<file path="src/rtl/vga_mono_dither.sv">
// Video output stage: 6-bit RGB in, optional monochrome tint, 2x2 ordered
// dither down to 3 bits per channel, syncs delayed to match the 3-stage pipe.
module vga_mono_dither #(
  parameter bit SYNC_ACTIVE_LOW = 1'b1,
  parameter bit DITHER_EN       = 1'b1
) (
  input  logic       clk_vga,
  input  logic       rst,
  input  logic       pix_ce,
  input  logic [5:0] r_in,
  input  logic [5:0] g_in,
  input  logic [5:0] b_in,
  input  logic       hsync_in,
  input  logic       vsync_in,
  input  logic [1:0] monochrome_switcher,
  output logic [2:0] vga_r,
  output logic [2:0] vga_g,
  output logic [2:0] vga_b,
  output logic       hsync_out,
  output logic       vsync_out
);

  typedef enum logic [1:0] {
    MODE_COLOR = 2'b00,
    MODE_GREEN = 2'b01,
    MODE_AMBER = 2'b10,
    MODE_GREY  = 2'b11
  } mode_t;

  localparam logic SYNC_IDLE = SYNC_ACTIVE_LOW;

  // pix_ce is a qualifier, not a handshake: a pixel is accepted and every
  // stage advances on each clk_vga edge where pix_ce is high; otherwise all hold.

  mode_t      mode;
  logic [5:0] s1_r, s1_g, s1_b;
  logic       s1_hs, s1_vs;
  logic       x_par, y_par;
  logic       hs_prev, vs_prev;
  logic       hs_act, vs_act, hs_edge, vs_edge;

  logic [5:0] s2_r, s2_g, s2_b;
  logic       s2_hs, s2_vs, s2_x, s2_y;

  logic [13:0] luma_sum;
  logic [5:0]  luma;
  logic [5:0]  tint_r, tint_g, tint_b;
  logic [2:0]  thresh;

  // Sync levels normalised so that 1 always means "pulse active".
  assign hs_act  = hsync_in ^ SYNC_IDLE;
  assign vs_act  = vsync_in ^ SYNC_IDLE;
  assign hs_edge = hs_act & ~hs_prev;
  assign vs_edge = vs_act & ~vs_prev;

  function automatic logic [2:0] dither_ch(input logic [5:0] v, input logic [2:0] t);
    logic [6:0] sum;
    sum = {1'b0, v} + {4'b0000, t};
    return sum[6] ? 3'd7 : 3'(sum >> 3);
  endfunction

  // Stage 1: input capture, dither coordinates and frame-locked mode.
  always_ff @(posedge clk_vga) begin
    if (rst) begin
      s1_r    <= '0;
      s1_g    <= '0;
      s1_b    <= '0;
      s1_hs   <= SYNC_IDLE;
      s1_vs   <= SYNC_IDLE;
      x_par   <= 1'b0;
      y_par   <= 1'b0;
      hs_prev <= 1'b0;
      vs_prev <= 1'b0;
      mode    <= MODE_COLOR;
    end else if (pix_ce) begin
      s1_r    <= r_in;
      s1_g    <= g_in;
      s1_b    <= b_in;
      s1_hs   <= hsync_in;
      s1_vs   <= vsync_in;
      hs_prev <= hs_act;
      vs_prev <= vs_act;
      x_par   <= hs_edge ? 1'b0 : ~x_par;
      if (vs_edge) begin
        y_par <= 1'b0;
        mode  <= mode_t'(monochrome_switcher);
      end else if (hs_edge) begin
        y_par <= ~y_par;
      end
    end
  end

  assign luma_sum = 14'd54  * {8'd0, s1_r}
                  + 14'd183 * {8'd0, s1_g}
                  + 14'd18  * {8'd0, s1_b};
  assign luma     = 6'(luma_sum >> 8);

  always_comb begin
    tint_r = s1_r;
    tint_g = s1_g;
    tint_b = s1_b;
    case (mode)
      MODE_GREEN: begin
        tint_r = '0;
        tint_g = luma;
        tint_b = '0;
      end
      MODE_AMBER: begin
        tint_r = luma;
        tint_g = luma >> 1;
        tint_b = '0;
      end
      MODE_GREY: begin
        tint_r = luma;
        tint_g = luma;
        tint_b = luma;
      end
      default: ;
    endcase
  end

  // Stage 2: tinted 6-bit channels, with syncs and coordinates carried along.
  always_ff @(posedge clk_vga) begin
    if (rst) begin
      s2_r  <= '0;
      s2_g  <= '0;
      s2_b  <= '0;
      s2_hs <= SYNC_IDLE;
      s2_vs <= SYNC_IDLE;
      s2_x  <= 1'b0;
      s2_y  <= 1'b0;
    end else if (pix_ce) begin
      s2_r  <= tint_r;
      s2_g  <= tint_g;
      s2_b  <= tint_b;
      s2_hs <= s1_hs;
      s2_vs <= s1_vs;
      s2_x  <= x_par;
      s2_y  <= y_par;
    end
  end

  // Bayer 2x2 thresholds, scaled to the 3 bits being dropped.
  always_comb begin
    thresh = 3'd0;
    if (DITHER_EN) begin
      case ({s2_y, s2_x})
        2'b01:   thresh = 3'd4;
        2'b10:   thresh = 3'd6;
        2'b11:   thresh = 3'd2;
        default: thresh = 3'd0;
      endcase
    end
  end

  // Stage 3: registered DAC outputs.
  always_ff @(posedge clk_vga) begin
    if (rst) begin
      vga_r     <= '0;
      vga_g     <= '0;
      vga_b     <= '0;
      hsync_out <= SYNC_IDLE;
      vsync_out <= SYNC_IDLE;
    end else if (pix_ce) begin
      vga_r     <= dither_ch(s2_r, thresh);
      vga_g     <= dither_ch(s2_g, thresh);
      vga_b     <= dither_ch(s2_b, thresh);
      hsync_out <= s2_hs;
      vsync_out <= s2_vs;
    end
  end

endmodule

</file>
<file path="config.mk">
export PLATFORM = sky130hd
export DESIGN_NAME = vga_mono_dither
export DESIGN_NICKNAME = d
export VERILOG_FILES = /design/src/rtl/vga_mono_dither.sv
export SDC_FILE = /design/constraint.sdc
export NUM_CORES = 1
export LEC_CHECK = 0
export ABC_AREA = 1
export CAP_MARGIN = 20
export CORE_AREA = 10 10 116 118
export CTS_CLUSTER_DIAMETER = 200
export DETAILED_ROUTE_END_ITERATION = 16
export DIE_AREA = 0 0 126 128
export PLACE_DENSITY = 0.67
export SYNTH_ARGS = -nofsm -noshare
export SYNTH_HDL_FRONTEND = slang
export SYNTH_SLANG_ARGS = --single-unit
export TNS_END_PERCENT = 20
</file>
<file path="constraint.sdc">
create_clock -name clk_vga -period 7.35 [get_ports clk_vga]
set_input_delay 1.47 -clock clk_vga [delete_from_list [all_inputs] [get_ports clk_vga]]
set_output_delay 1.47 -clock clk_vga [all_outputs]
set_load 0.1 [all_outputs]
</file>
==> results of run 1 <==
final timing paths:
check | start | to | cells past startpoint
max | s1_r[2]$_SDFFE_PP0P_ | s2_g[4]$_SDFFE_PP0P_ | 22
min | vsync_out$_SDFFE_PP1P_ | vsync_out$_SDFFE_PP1P_ | 2
max reg2reg | s1_r[2]$_SDFFE_PP0P_ | s2_g[4]$_SDFFE_PP0P_ | 22
min reg2reg | vsync_out$_SDFFE_PP1P_ | vsync_out$_SDFFE_PP1P_ | 2
where the power goes:
part	total, mW	internal, mW	leakage [nW]	switching (mW)
Sequential	0.353	0.327	0.464	0.0259
Clock	0.275	0.162	0.0815	0.113
Combinational	0.945	0.347	2.00	0.598
sequential cells by signal (all words and copies together), names as in the netlist, 2 cells and up:
name / flops
s1_r: 6
vga_b: 3
mode: 2
s2_g: 5
s2_b: 5
vga_r: 3
s2_r: 5
vga_g: 3
s1_b: 6
s1_g: 6
critical path, delay by kind of cell, from the launching register on:
kind	cells	cell delay, ps
xor+xnor	1	260
compound gates	2	470
fa+ha+maj	8	3460
flops	1	410
buf+inv	4	170
simple gates	7	750
metal layers:
layer,track usage,vias up,part of all wire
met5,0,-,0
met1,0.1745,1776,0.46
li1,-,1948,-
met2,0.2406,83,0.48
met3,0.02233,8,0.044
met4,0.02880,0,0.012
stage by stage:
stage	util	hold slack (ps)	setup slack, ps
3_3_place_gp	0.4518	444.2	1857
2_1_floorplan	-	429.2	2125
6_report	0.4668	469.8	1722
4_1_cts	0.4668	473.1	1709
3_5_place_dp	0.4518	450.7	1738
5_1_grt	0.4668	505.9	1245
synth_stat cells, types with 2 or more instances:
master    instances  area [um2]
inv_1           103       386.6
nand2_1          79       296.5
ha_1             57       713.2
a21oi_1          56       280.3
dfxtp_1          56        1121
nor2_1           52       195.2
o21ai_0          49       245.2
fa_1             38       760.7
nand3_1          28       140.1
clkbuf_1         12       45.04
xor2_1            9       78.83
nor3_1            7       35.03
buf_2             4       20.02
xnor2_1           4       35.03
a31o_2            3       26.28
and2_1            3       18.77
nand2_2           3       18.77
nand4_1           3       18.77
o21ai_1           3       15.01
a31oi_1           2       12.51
nand3b_1          2       15.01
nor2_2            2       12.51
or2_1             2       12.51
logic make-up (layout without fill, tap and decap cells):
logic type / Yosys count / in the layout
simple gates: 186 / 186
buf+inv: 122 / 150
compound gates: 117 / 117
fa+ha+maj: 95 / 95
flops: 56 / 56
xor+xnor: 13 / 13
cell type report:
| type | instances | area (um2) |
|---|---|---|
| Inverter | 105 | 396.6 |
| Timing Repair Buffer | 37 | 365.4 |
| Sequential cell | 56 | 1121 |
| Clock buffer | 6 | 128.9 |
| Clock inverter | 2 | 38.79 |
| Tap cell | 143 | 178.9 |
| Fill cell | 1113 | 5984 |
| Multi-Input combinational cell | 411 | 3009 |
cell usage in the layout, fill, tap and decap left out, types with 4 or more instances in the layout:
cell type          n
inv_1            103
nand2_1           79
ha_1              57
a21oi_1           56
dfxtp_1           56
nor2_1            52
o21ai_0           49
fa_1              38
clkdlybuf4s50_1   35
nand3_1           28
xor2_1             9
nor3_1             7
clkbuf_16          5
xnor2_1            4
==> results.tsv, run 1 <==
metric	value	unit
outcome	completed	
maxCapViolations	0	
muxShareOfSynthArea	0	
core_area	11220	um2
layout-drive-gt1-share	0.03566	
synth_simple_gate_area_frac	0.1762	
dieWidth	126	um
antenna_found_initial	0	
slew_viol_final	0	
critPathKind	reg -> reg	
wire_per_inst	14.39	um
synth_top_family_by_area	adder cells	
skew	5.393	ps
cp_data_required_time	7550	ps
rsz0062_at_grt	no	
crit_chain	ha_1 -> fa_1 -> inv_1 -> fa_1 -> inv_1 -> ha_1 -> nand2_1 -> o21ai_0 -> xor2_1 -> fa_1 -> fa_1 -> fa_1 -> inv_1 -> ha_1 -> a21oi_1 -> nand2_1 -> nand2_1 -> nand4_1 -> nand3_1 -> nand3_1 -> nand2_1 -> inv_1	
cp_slowest_cell	fa_1	
drc	0	
leakage	2.545	nW
synthFlopType	dfxtp_1	
setup_violations	0	
synth_edf_count	0	
area_growth	13.84	%
cp_max_fo	5	
max_stage_delay	540	ps
min_period_over_period	0.7658	
grt_max_degree	56	
cp-end-kind	flip-flop	
drt.antenna.violating_nets	0	
fin_cells	760	
syn_inst	589	
antenna_cells	0	
clock_latency	290	ps
synth_nets	709	
place_inst	752	
cts_tree	done	
port_buffers	35	
ctsHtreeMaxLevel	2	
start_util	0.4100	
num_vias	3815	
dieArea	16130	um2
finalWorstPathRequiredPeriod	5628	ps
synthAdderAreaFrac	0.3203	
worst_pin_slew	1010	ps
hold_viol	0	
ys_ff_latch	56	
tns	0	ps
worstSetupStartpointType	flip-flop	
cts.repair.resized	0	
drt-initial-drc-count	197	
first_pass_iters	4	
crit_top_cell	fa_1	
grt_pass1_vias	3962	
grt_usage	0.1378	
dpl_cell_area	5071	um2
yosys.area_share.xor_xnor	0.02474	
cts_root_buffer	clkbuf_16	
die_h	128	um
path_clk_slew	70	ps
postCtsSetupBuffers	0	
synth_compound_area_frac	0.1327	
min_path_type	reg -> reg	
cts.sinks	56	
cts_buffers	5	
rows	39	
place_congestion	0.9191	
netlist_area	4602	um2
slew_headroom	0.3244	
design_area	5239	um2
clockBufferDepth	2	
io_pins	36	
vdd_ir_drop_max	207.6	uV
dpl.hpwl	8796	um
grt_overflow	0	
powerDensity	300.3	nW/um2
ys_types	35	
grt_first_pass_wirelength	18970	um
viasPerCell	5.020	
ys_seq_area_frac	0.2436	
layout.nets	736	
r2r_slack	1720	ps
avgSynthCellArea	7.813	um2
cts_hold_buffers	0	
routed_wl	10940	um
arrival	5820	ps
power	1.573	mW
max_freq	177.7	MHz
async_flop_share	0	
yosys_warnings	0	
Power figures use the tool's default switching activity.
==> run 2: changes to the inputs <==
clock period = 5.65 ns   (was 7.35 ns; I/O delays follow)
==> run 2 against run 1 <==
  * Cell count is 0.39% higher
  * Sequential share of layout area is 0.32 points lower
  * Highest routed layer unchanged
  * Sequential cell count unchanged
  * Combinational power increased by 43%
==> results.tsv, run 2 (synthesis gave the netlist of run 1 again) <==
metric	value	unit	change
outcome	completed		
cp-end-kind	flip-flop		
crit_top_cell	inv_1		
worst_pin_slew	1017	ps	+6.663 ps
multiInputGateArea	3108	um2	+3.3%
p_comb_frac	0.632		+0.031
dpl.hpwl	8814	um	+0.21%
cts_root_buffer	clkbuf_16		
layout_common_cells	103 x inv_1, 79 x nand2_1, 54 x a21oi_1		
rows	39		unchanged
grt_pass1_vias	3939		-0.58%
design_area	5349	um2	+2.1%
cts.sinks	56		unchanged
layout-drive-gt1-share	0.06613		+0.03047
routed_wl	11250	um	+2.9%
cp_max_fo	5		unchanged
final_common_cell	inv_1		
layout.nets	739		+0.41%
start_util	0.4100		unchanged
vdd_ir_drop_max	241.0	uV	+16%
cts_hold_buffers	0		unchanged
hold_viol	0		unchanged
maxCapViolations	0		unchanged
intPower	1.113	mW	+33%
clkPwrFrac	0.152		-0.023
grt_usage	0.1388		+0.0009492
path_clk_slew	70	ps	about the same
tns	0	ps	unchanged
cts_buffers	5		unchanged
skew	6.981	ps	+1.588 ps
grt_max_degree	56		unchanged
io_pins	36		unchanged
max_stage_delay	590	ps	+50 ps
cp_data_required_time	5850	ps	-1700 ps
seq_area	1127	um2	+0.56%
antenna_found_initial	0		unchanged
cp_slowest_cell	fa_1		
setup_violations	0		unchanged
power	2.132	mW	+36%
die_h	128	um	unchanged
powerDensity	398.6	nW/um2	+33%
nFillCells	1092		-1.9%
max_freq	183.9	MHz	+3.5%
port_buffers	35		unchanged
place_congestion	0.9201		+0.11%
leakage	2.550	nW	+0.18%
slew_viol_final	0		unchanged
num_vias	3850		+0.92%
fin_cells	763		+0.39%
clockBufferDepth	2		unchanged
drc	0		unchanged
ctsHtreeMaxLevel	2		unchanged
reg_top3	s1_b x6, s1_g x6, s1_r x6		
finalWorstPathRequiredPeriod	5437	ps	-191.6 ps
dieArea	16130	um2	unchanged
grt_overflow	0		unchanged
area_growth	16.23	%	
switching_power	1.019	mW	+38%
grt_first_pass_wirelength	18770	um	-1.0%
viasPerCell	5.046		+0.52%
dpl_cell_area	5086	um2	+0.30%
dieWidth	126	um	unchanged
critPathKind	reg -> reg		
worstSetupStartpointType	flip-flop		
cts_tree	done		
arrival	5640	ps	-180 ps
place_inst	754		+0.27%
antenna_cells	0		unchanged
wire_per_inst	14.75	um	+2.5%
drt-initial-drc-count	197		unchanged
clock_latency	300	ps	about the same
first_pass_iters	4		unchanged
p_seq_frac	0.216		-0.008
drt.antenna.violating_nets	0		unchanged
switching_share	0.4780		+0.009852
min_period_over_period	0.9623		+0.1965
slew_headroom	0.3200		-0.004456
min_path_type	reg -> reg		
core_area	11220	um2	unchanged
run 2: changes by cell type in the layout (fill, tap and decap cells not counted), moves of 2 or more:
cell | previous run | this run
nor2_2 | 2 | 4
dfxtp_2 | 0 | 2
buf_4 | 2 | 5
dfxtp_1 | 56 | 53
nor2_1 | 52 | 50
ha_4 | 0 | 6
a21oi_1 | 56 | 54
a21oi_2 | 0 | 2
ha_1 | 57 | 51
run 2: per-layer routing:
metal | track usage | vias up | part of all wire
li1 | - | 1956 | -
met1 | 0.1659 | 1793 | 0.45
met2 | 0.2421 | 88 | 0.48
met3 | 0.03226 | 13 | 0.053
met4 | 0.04019 | 0 | 0.016
met5 | 0 | - | 0
run 2: worst max-delay path: cells and delay by family, from the launching register on:
family	cells	cell delay, ps
AND/OR/NAND/NOR	10	940
AO/OA/AOI/OAI	1	200
XOR/XNOR	1	150
buffers and inverters	7	370
flip-flops	1	370
adder cells (fa/ha/maj)	8	3290
run 2: stage by stage:
step                hold WS [ps]  setup WS, ps  utilization
CTS                        475.1         35.36       0.4666
global route               503.8        -78.06       0.4766
finish                     470.4         213.3       0.4766
detailed placement         453.4         26.04       0.4532
floorplan                  429.2         424.8            -
global placement           445.0         171.2       0.4532
run 2: power by group through the flow:
stage / registers [mW] / clock network, mW / logic, mW
6_report: 0.460 / 0.324 / 1.35
3_5_place_dp: 0.467 / 0 / 1.23
5_1_grt: 0.465 / 0.345 / 1.55
4_1_cts: 0.458 / 0.331 / 1.23
2_1_floorplan: 0.495 / 0 / 0.926
3_3_place_gp: 0.466 / 0 / 1.20
run 2: repair_timing:
item / CTS / global route
buffers inserted: 0 / 1
endpoints found under the setup margin: 0 / 15
resized for setup: 0 / 18
hold endpoints to repair: 0 / 0
run 2: path summary, 6_finish.rpt:
kind | from | end | cells after the start | slack (ps)
worst max-delay path | s1_r[1]$_SDFFE_PP0P_ | s2_g[4]$_SDFFE_PP0P_ | 27 | 210
worst max register to register | s1_r[1]$_SDFFE_PP0P_ | s2_g[4]$_SDFFE_PP0P_ | 27 | 210
worst min-delay path | hsync_out$_SDFFE_PP1P_ | hsync_out$_SDFFE_PP1P_ | 2 | 470
worst min register to register | hsync_out$_SDFFE_PP1P_ | hsync_out$_SDFFE_PP1P_ | 2 | 470
run 2: area by class of cell:
class	count	share of cell area
flip-flops and latches	56	0.2108
clock buffers	5	0.02339
well taps	143	0.03345
inverters	105	0.07415
repair buffers	40	0.07251
clock inverters	3	0.004678
multi-input cells	411	0.5811
==> run 3: changes to the inputs <==
CAP_MARGIN = 25   (was 20)
==> results of run 3 <==
Same layout as run 2: the final DEF is identical, and so are final timing and power.
